<file path="config.mk">
export PLATFORM = sky130hd
export DESIGN_NAME = nibble_serial_adder_ctrl_flat
export DESIGN_NICKNAME = d
export VERILOG_FILES = /design/src/rtl/nibble_serial_adder_ctrl_pkg.sv /design/src/rtl/nibble_serial_adder_ctrl_if.sv /design/src/rtl/nibble_serial_adder_ctrl_adder.sv /design/src/rtl/nibble_serial_adder_ctrl.sv /design/src/flat_wrapper.sv
export SDC_FILE = /design/constraint.sdc
export NUM_CORES = 1
export LEC_CHECK = 0
export CELL_PAD_IN_SITES_DETAIL_PLACEMENT = 0
export CELL_PAD_IN_SITES_GLOBAL_PLACEMENT = 1
export CORE_MARGIN = 2
export CORE_UTILIZATION = 30
export DETAILED_ROUTE_END_ITERATION = 8
export GPL_TIMING_DRIVEN = 0
export PLACE_DENSITY_LB_ADDON = 0.08
export SETUP_SLACK_MARGIN = 0.4
export SLEW_MARGIN = 40
export SYNTH_ARGS = -nofsm -noshare
export SYNTH_HDL_FRONTEND = slang
export SYNTH_SLANG_ARGS = --single-unit
</file>
<file path="constraint.sdc">
create_clock -name clk -period 4.1 [get_ports clk]
set_input_delay 1.025 -clock clk [delete_from_list [all_inputs] [get_ports clk]]
set_output_delay 1.025 -clock clk [all_outputs]
set_load 0.1 [all_outputs]
</file>
<file path="src/rtl/nibble_serial_adder_ctrl_pkg.sv">
// Shared types and constants for the nibble-serial adder controller.
package nibble_serial_adder_ctrl_pkg;

    // Width of one arithmetic step.
    localparam int unsigned NIBBLE_W = 4;

    // Sequencer states.
    typedef enum logic [1:0] {
        IDLE = 2'd0,
        CALC = 2'd1,
        DONE = 2'd2
    } state_t;

    // Bits needed to count nibble steps 0..nib-1 (never narrower than one bit).
    function automatic int unsigned idx_width(input int unsigned nib);
        return (nib > 1) ? $clog2(nib) : 1;
    endfunction

endpackage

</file>
<file path="src/rtl/nibble_serial_adder_ctrl_if.sv">
// Operand/result handshake bundle between producers, the controller and consumers.
interface nibble_serial_adder_ctrl_if #(
    parameter int unsigned WIDTH = 16
);
    logic             in_valid;
    logic             in_ready;
    logic [WIDTH-1:0] a;
    logic [WIDTH-1:0] b;
    logic             cin;
    logic             sub;
    logic             out_valid;
    logic             out_ready;
    logic [WIDTH-1:0] sum;
    logic             cout;
    logic             overflow;
    logic             busy;

    // Producer/consumer side.
    modport master (
        output in_valid, a, b, cin, sub, out_ready,
        input  in_ready, out_valid, sum, cout, overflow, busy
    );

    // Controller side.
    modport slave (
        input  in_valid, a, b, cin, sub, out_ready,
        output in_ready, out_valid, sum, cout, overflow, busy
    );
endinterface

</file>
<file path="src/rtl/nibble_serial_adder_ctrl_adder.sv">
// Combinational 4-bit ripple adder shared across all nibble steps.
module four_bit_adder (
    input  logic [3:0] A,
    input  logic [3:0] B,
    input  logic       Cin,
    output logic [3:0] S,
    output logic       Cout
);
    // Zero-extend to five bits so the carry lands in the top bit.
    assign {Cout, S} = {1'b0, A} + {1'b0, B} + {4'b0000, Cin};
endmodule

</file>
<file path="src/rtl/nibble_serial_adder_ctrl.sv">
// WIDTH-bit add/subtract sequenced one nibble per clock through a single shared adder.
module nibble_serial_adder_ctrl
    import nibble_serial_adder_ctrl_pkg::*;
#(
    parameter int unsigned WIDTH = 16
) (
    input  logic                        clk,
    input  logic                        rst,
    nibble_serial_adder_ctrl_if.slave   bus
);
    localparam int unsigned NIB   = WIDTH / NIBBLE_W;
    localparam int unsigned IDX_W = idx_width(NIB);

    // Reject widths the nibble sequencing cannot handle.
    generate
        if ((WIDTH % NIBBLE_W) != 0 || WIDTH < 8) begin : g_bad_width
            $error("nibble_serial_adder_ctrl: WIDTH must be a multiple of 4 and >= 8");
        end
    endgenerate

    state_t             r_state;
    logic [WIDTH-1:0]   r_a;
    logic [WIDTH-1:0]   r_b;
    logic [WIDTH-1:0]   r_sum;
    logic               r_carry;
    logic [IDX_W-1:0]   r_idx;
    logic               r_cout;
    logic               r_ovf;
    logic               r_in_ready;
    logic               r_out_valid;
    logic               r_busy;

    logic [NIBBLE_W-1:0] w_a_nib;
    logic [NIBBLE_W-1:0] w_b_nib;
    logic [NIBBLE_W-1:0] w_s_nib;
    logic                w_cout;
    logic                w_last;

    assign w_a_nib = r_a[NIBBLE_W-1:0];
    assign w_b_nib = r_b[NIBBLE_W-1:0];
    assign w_last  = (r_idx == IDX_W'(NIB - 1));

    four_bit_adder u_adder (w_a_nib, w_b_nib, r_carry, w_s_nib, w_cout);

    // Sequencer: accept operands, step one nibble per edge, hold result until consumed.
    always_ff @(posedge clk or posedge rst) begin
        if (rst) begin
            r_state     <= IDLE;
            r_a         <= '0;
            r_b         <= '0;
            r_sum       <= '0;
            r_carry     <= 1'b0;
            r_idx       <= '0;
            r_cout      <= 1'b0;
            r_ovf       <= 1'b0;
            r_in_ready  <= 1'b1;
            r_out_valid <= 1'b0;
            r_busy      <= 1'b0;
        end else begin
            case (r_state)
                IDLE: begin
                    if (bus.in_valid && r_in_ready) begin
                        r_a        <= bus.a;
                        // Subtraction is a + ~b + 1: invert b here, force carry-in to 1.
                        r_b        <= bus.b ^ {WIDTH{bus.sub}};
                        r_carry    <= bus.sub ? 1'b1 : bus.cin;
                        r_idx      <= '0;
                        r_in_ready <= 1'b0;
                        r_busy     <= 1'b1;
                        r_state    <= CALC;
                    end
                end
                CALC: begin
                    r_sum   <= {w_s_nib, r_sum[WIDTH-1:NIBBLE_W]};
                    r_a     <= r_a >> NIBBLE_W;
                    r_b     <= r_b >> NIBBLE_W;
                    r_carry <= w_cout;
                    r_idx   <= r_idx + IDX_W'(1);
                    if (w_last) begin
                        // On the last step the low nibbles hold the original A MSB
                        // and the post-invert B MSB.
                        r_cout      <= w_cout;
                        r_ovf       <= (w_a_nib[NIBBLE_W-1] == w_b_nib[NIBBLE_W-1]) &&
                                       (w_s_nib[NIBBLE_W-1] != w_a_nib[NIBBLE_W-1]);
                        r_out_valid <= 1'b1;
                        r_state     <= DONE;
                    end
                end
                DONE: begin
                    if (bus.out_ready) begin
                        r_out_valid <= 1'b0;
                        r_in_ready  <= 1'b1;
                        r_busy      <= 1'b0;
                        r_state     <= IDLE;
                    end
                end
                default: begin
                    r_out_valid <= 1'b0;
                    r_in_ready  <= 1'b1;
                    r_busy      <= 1'b0;
                    r_state     <= IDLE;
                end
            endcase
        end
    end

    assign bus.in_ready  = r_in_ready;
    assign bus.out_valid = r_out_valid;
    assign bus.sum       = r_sum;
    assign bus.cout      = r_cout;
    assign bus.overflow  = r_ovf;
    assign bus.busy      = r_busy;

endmodule

</file>
<file path="src/flat_wrapper.sv">
// flat-port wrapper written by rule: the top's interface ports become plain ports
module nibble_serial_adder_ctrl_flat import nibble_serial_adder_ctrl_pkg::*;
#(
    parameter int unsigned WIDTH = 16
)
  (clk, rst, bus_in_valid, bus_a, bus_b, bus_cin, bus_sub, bus_out_ready, bus_in_ready, bus_out_valid, bus_sum, bus_cout, bus_overflow, bus_busy);
  nibble_serial_adder_ctrl_if #(.WIDTH(WIDTH)) bus_i ();
  input  logic clk;
  input  logic rst;
  input wire logic [$bits(bus_i.in_valid)-1:0] bus_in_valid;
  input wire logic [$bits(bus_i.a)-1:0] bus_a;
  input wire logic [$bits(bus_i.b)-1:0] bus_b;
  input wire logic [$bits(bus_i.cin)-1:0] bus_cin;
  input wire logic [$bits(bus_i.sub)-1:0] bus_sub;
  input wire logic [$bits(bus_i.out_ready)-1:0] bus_out_ready;
  output wire logic [$bits(bus_i.in_ready)-1:0] bus_in_ready;
  output wire logic [$bits(bus_i.out_valid)-1:0] bus_out_valid;
  output wire logic [$bits(bus_i.sum)-1:0] bus_sum;
  output wire logic [$bits(bus_i.cout)-1:0] bus_cout;
  output wire logic [$bits(bus_i.overflow)-1:0] bus_overflow;
  output wire logic [$bits(bus_i.busy)-1:0] bus_busy;
  assign bus_i.in_valid = bus_in_valid;
  assign bus_i.a = bus_a;
  assign bus_i.b = bus_b;
  assign bus_i.cin = bus_cin;
  assign bus_i.sub = bus_sub;
  assign bus_i.out_ready = bus_out_ready;
  assign bus_in_ready = bus_i.in_ready;
  assign bus_out_valid = bus_i.out_valid;
  assign bus_sum = bus_i.sum;
  assign bus_cout = bus_i.cout;
  assign bus_overflow = bus_i.overflow;
  assign bus_busy = bus_i.busy;
  nibble_serial_adder_ctrl #(.WIDTH(WIDTH)) u_core (.clk(clk), .rst(rst), .bus(bus_i));
endmodule
</file>
==> results.toml, run 1 <==
[outcome]
run_status = "completed"

[sta]
report.final.slew_viol_count = 0
rsz0062_at_grt = "no"
hold_viol_final = 0
relSlewSlack_pct = 67.7
fmax_mhz = 423
period_needed_ps = 2370
worst_pin_slew_ps = 488
finalCritPeriodShare_pct = 57.7
finalSetupViolCount = 0
finalClockSkew_ps = 8.09
fin_tns_setup_ps = 0

[setup_path]
crit_buf_inv = 1
worstPathArrival_ps = 1340
cp_slowest_cell = "dfstp_2"
path_cells = "buf_2"
crit_family = "flip-flops"
cp-end-kind = "output pin"
required_ps = 3070
critical_path_class = "flip-flop to output pin"
startpoint_type = "flip-flop"
cp_max_fo = 4
cpPeakStageDelay_ps = 570

[pwr]
p_sw_share_pct = 48.1
comb_power_share_pct = 45.7
p_int_mw = 1.34
p_sw_mw = 1.24
pwr-share-seq_pct = 35.3
leakage_nw = 1.73
pwr-share-clk_pct = 19.0
peakVddDrop_mv = 0.189
power.total_mw = 2.58
p_per_area_nw_per_um2 = 744

[global_routing]
antenna_found_initial = 0
grt_pass1_vias = 2065
grt_start_max_net_pins = 39
track_usage_pct = 13.7
grt_pass1_wl_um = 10400
grt_overflow_total = 0

[placed_design]
portBuffers = 57
dp_hpwl_um = 4350
place_congestion = 0.687
place_inst = 424

[clocking]
htreeDepth = 3
cts_setup_buffers = 0
cts_buffers = 9
post_cts_resized = 0
clk_path_buf_depth = 2
cts_tree = "done"
clk_pin_slew_worst_paths_ps = 70
cts-root-buf = "clkbuf_8"
clock_latency_ps = 330
cts.sinks = 58
postCtsHoldBufs = 0

[logic_synthesis]
synth_area_leaders = "dfrtp_1 (54%), nand2_1 (9.3%), xnor2_1 (5.3%)"
yosys_warnings = 0
synth_most_common_cell = "nand2_1"
syn_inst = 258
async_flop_share_pct = 100
netlist_top_cells_count = "nand2_1 (66), dfrtp_1 (57), o21ai_0 (26)"
syn_area_per_cell_um2 = 10.3
syn_nets = 302
ys_ff_latch = 58
synth_top_area_share_pct = 53.5
syn_area_um2 = 2670
synthFlopType = "dfrtp_1"
yosysSeqAreaShare_pct = 54.5
synth_edf_count = 0
synthDistinctLibCells = 31
synth_area_leader_cell = "dfrtp_1"

[routing]
vias = 2003
met1_length_um = 2990
drt.antenna.violating_nets = 0
totalWireLength_um = 6200
drc = 0
wl_met2_um = 2870
drtPass1Iterations = 4
routed-wl-met3_um = 253
top_layer = "met4"
avgRoutedWirePerCell_um = 14.1
drtIter0Drc = 49
routed_via_density = 4.55

[floorplan]
rows = 34
dieHeight_um = 98.3
io-pin-count = 59
coreArea_um2 = 8680
initial_core_util_pct = 30.7
die_x_um = 98.3
die-area_um2 = 9650

[final_layout]
instances_no_fill = 440
final_nets = 371
areaGrowthSynthToFinish_pct = 30.2
drive_gt1_share_pct = 16.0
antennaDiodeCount = 0

[min_path]
hold_path_class = "flip-flop to flip-flop"

[flow_run]
maxCapViolCount = 0
## area by class of cell
type	count	area (µm²)
fill	909	5210
multi-input combinational	177	1080
timing repair buffer	58	485
inverter	6	25.0
buffer	17	108
tap	108	135
sequential	58	1450
clock buffer	14	173
clock inverter	2	10.0
## layer usage
metal  track usage, %  vias to the layer above
met5                0                        -
met4             5.37                        0
met3             3.15                        7
met2             21.8                       40
met1             18.1                      951
li1                 -                     1005
## power by group through the flow
stage	registers [mW]	logic [mW]	clock network, mW
3_3_place_gp	0.927	1.25	0
4_1_cts	0.917	1.20	0.504
5_1_grt	0.945	1.28	0.529
2_1_floorplan	1.42	0.424	0
3_5_place_dp	0.926	1.20	0
6_report	0.913	1.18	0.491
## through the flow
step / hold slack [ps] / util, % / worst slack (ps) / instance area [µm²]
finish: 466 / 40.0 / 1730 / 3470
CTS: 473 / 40.0 / 1720 / 3470
detailed placement: 458 / 37.9 / 1480 / 3290
floorplan: 450 / - / 1650 / 2670
global route: 505 / 40.0 / 1700 / 3470
global placement: 459 / 38.8 / 390 / 3370
## registers in the layout, indices dropped and copies added (netlist names)
signal,cells
u_core.r_state,2
u_core.bus.out_valid,1
u_core.bus.cout,1
u_core.bus.sum,16
u_core.r_carry,1
u_core.r_idx,2
u_core.bus.busy,1
u_core.r_b,16
u_core.bus.in_ready,1
u_core.r_a,16
u_core.bus.overflow,1
## logic make-up (layout without fill, tap and decap cells)
kind of cell               after synthesis  count (layout)  synth area share [%]
and+or+nand+nor                         77              77                  12.0
buffers and inverters                   23              97                  4.88
DFF                                     58              58                  54.5
adders and majority gates                6               6                  3.38
muxes                                   12              12                  4.51
xor gates and xnor gates                19              19                  6.24
AOI/OAI and AO/OA                       63              63                  14.5
## placed cells by master, fill, tap and decap left out, types with 6 or more instances in the layout
cell | synthesis | final
xnor2_1 | 16 | 16
buf_2 | 8 | 29
a22oi_1 | 11 | 11
clkbuf_8 | 0 | 12
clkdlybuf4s50_1 | 0 | 36
nand2_1 | 66 | 66
mux2i_1 | 12 | 12
dfrtp_1 | 57 | 57
o21ai_1 | 8 | 8
o21ai_0 | 26 | 26
clkbuf_1 | 4 | 6
## path summary, 6_finish.rpt
check / startpoint / end / slack (ps) / cells after the start
worst max-delay path: u_core.bus.in_ready / bus_in_ready / 1730 / 1
worst min-delay path: u_core.bus.sum[3] / u_core.bus.sum[3] / 470 / 2
worst max register to register: u_core.r_carry / u_core.r_carry / 2280 / 7
worst min register to register: u_core.bus.sum[3] / u_core.bus.sum[3] / 470 / 2
max in group asynchronous: rst / u_core.bus.in_ready / 2560 / 3
min in group asynchronous: rst / u_core.bus.out_valid / 1000 / 2
## worst reg2reg max path: stages (launching register included)
cell	delay (ps)
dfrtp_1	400
fa_1	460
inv_1	80
fa_1	200
inv_1	50
a21o_1	160
a21oi_1	220
o211ai_1	110
Note: power is estimated with default switching activity, not from simulation.
==> run 2, diff against run 1 <==
Clock period 4.1 ns to 2.1 ns, I/O delays scaled along.
==> run 2 against run 1 <==
Net effect:
- final cell count grew 0.68%
- wire length grew 0.77%
- non-clock buffer count grew 3
- critical path type is now flip-flop to flip-flop
==> results.toml, run 2 (synthesis results as in run 1) <==
[outcome]
run_status = "completed"

[placed_design]
pre_cts_ws_ps = -9.31
portBuffers = 57
place_congestion = 0.719
dp_hpwl_um = 4490

[final_layout]
final_cell_mix = "nand2_1 (66), dfrtp_1 (57), clkdlybuf4s50_1 (35)"
nFillCells = 889
multi_input_comb_area_um2 = 1100
drive_gt1_share_pct = 19.1
antennaDiodeCount = 0
final_nets = 374
final-seq-area_um2 = 1460
areaGrowthSynthToFinish_pct = 34.3
layout_commonest_cell = "nand2_1"

[clocking]
cts_buffers = 9
htreeDepth = 3
cts.sinks = 58
clock_latency_ps = 330
clk_pin_slew_worst_paths_ps = 70
postCtsHoldBufs = 0
clk_path_buf_depth = 2
cts-root-buf = "clkbuf_8"
cts_tree = "done"

[global_routing]
grt_pass1_vias = 2067
grt_start_max_net_pins = 24
grtUsageMet1_pct = 18.2
track_usage_pct = 13.9
grt_use_met3_pct = 5.23
grt_most_used_layer = "met2"
grt_pass1_wl_um = 10500
grt_overflow_total = 0
antenna_found_initial = 0
gr-usage-met2_pct = 22.0

[routing]
routed_via_density = 4.56
avgRoutedWirePerCell_um = 14.1
vias = 2018
drc = 0
totalWireLength_um = 6240
drtPass1Iterations = 6
drt.antenna.violating_nets = 0
drtIter0Drc = 71

[setup_path]
required_ps = 2300
cp-end-kind = "flip-flop"
reg2reg_from = "u_core.r_a[0]"
worst-path-stages = 7
reg2regPathDepth = 7
worstPathArrival_ps = 1890
crit_family = "adder cells"
cp-startpoint = "u_core.r_a[0]"
critical_path_class = "flip-flop to flip-flop"
startpoint_type = "flip-flop"
crit_buf_inv = 2
path_cells = "fa_2 -> inv_2 -> fa_2 -> inv_2 -> a21o_1 -> a21oi_2 -> o211ai_1"
r2r_slack_ps = 410
worstReg2RegEnd = "u_core.r_carry"
cp_slowest_cell = "dfrtp_1"
cpPeakStageDelay_ps = 410
cp_max_fo = 2
endpoint = "u_core.r_carry"

[floorplan]
die_x_um = 98.3
coreArea_um2 = 8680
dieHeight_um = 98.3
rows = 34
io-pin-count = 59
die-area_um2 = 9650
initial_core_util_pct = 30.7

[pwr]
p_per_area_nw_per_um2 = 1430
peakVddDrop_mv = 0.452
leakage_nw = 1.75

[sta]
hold_viol_final = 0
relSlewSlack_pct = 67.9
finalCritPeriodShare_pct = 80.7
finalClockSkew_ps = 9.43
worst_pin_slew_ps = 480
rsz0062_at_grt = "yes"
fin_ws_ps = 406
report.final.slew_viol_count = 0
period_needed_ps = 1690
fin_tns_setup_ps = 0
fmax_mhz = 590
finalSetupViolCount = 0

[min_path]
hold_depth = 2
hold_path_class = "flip-flop to flip-flop"

[flow_run]
maxCapViolCount = 0
run 2: layout make-up:
type | count | area share (%)
Multi-Input combinational cell | 177 | 30.7
Sequential cell | 58 | 40.7
Tap cell | 108 | 3.77
Clock inverter | 5 | 0.839
Buffer | 17 | 3.25
Clock buffer | 11 | 3.95
Inverter | 6 | 0.734
Timing Repair Buffer | 61 | 16.1
run 2: power breakdown:
part           internal [mW]  leakage (nW)  switching (mW)
logic                  0.661         0.897            1.75
clock network          0.454        0.0851           0.449
registers               1.53         0.768           0.262
total                   2.64          1.75            2.47
run 2: worst register-to-register path, stage by stage, from the launching register on:
cell and delay (ps):
dfrtp_1 410, fa_2 410, inv_2 70, fa_2 210, inv_2 30, a21o_1 150
a21oi_2 190, o211ai_1 100
run 2: worst min-delay path by stage:
stage,startpoint,endpoint,slack (ps)
floorplan,u_core.r_a[4],u_core.r_a[0],450
global placement,u_core.bus.sum[1],u_core.bus.sum[1],460
detailed placement,u_core.bus.sum[3],u_core.bus.sum[3],460
CTS,u_core.bus.sum[3],u_core.bus.sum[3],480
global route,u_core.bus.sum[3],u_core.bus.sum[3],490
finish,u_core.bus.sum[3],u_core.bus.sum[3],470
run 2: metal layers:
metal | share of wire, % | vias to the layer above
met4 | 0.69 | 0
li1 | - | 1012
met3 | 5.1 | 6
met2 | 45 | 54
met1 | 49 | 946
met5 | 0 | -
run 2: through the flow:
step           instance area (µm²)  hold WS [ps]  power (mW)  util, %  cells
6_report                      3580           471        5.11     41.2    443
5_1_grt                       3580           491        5.47     41.2    443
4_1_cts                       3520           480        5.11     40.6    442
3_5_place_dp                  3320           462        4.16     38.3    425
3_3_place_gp                  3380           458        4.26     39.0    423
2_1_floorplan                 2680           450        3.60        -    258
run 2: what timing repair did:
action / CTS / global route
endpoints found under the setup margin: 18 / 25
resized for setup: 10 / 20
buffers inserted: 1 / 1
pin swaps: 2 / 5
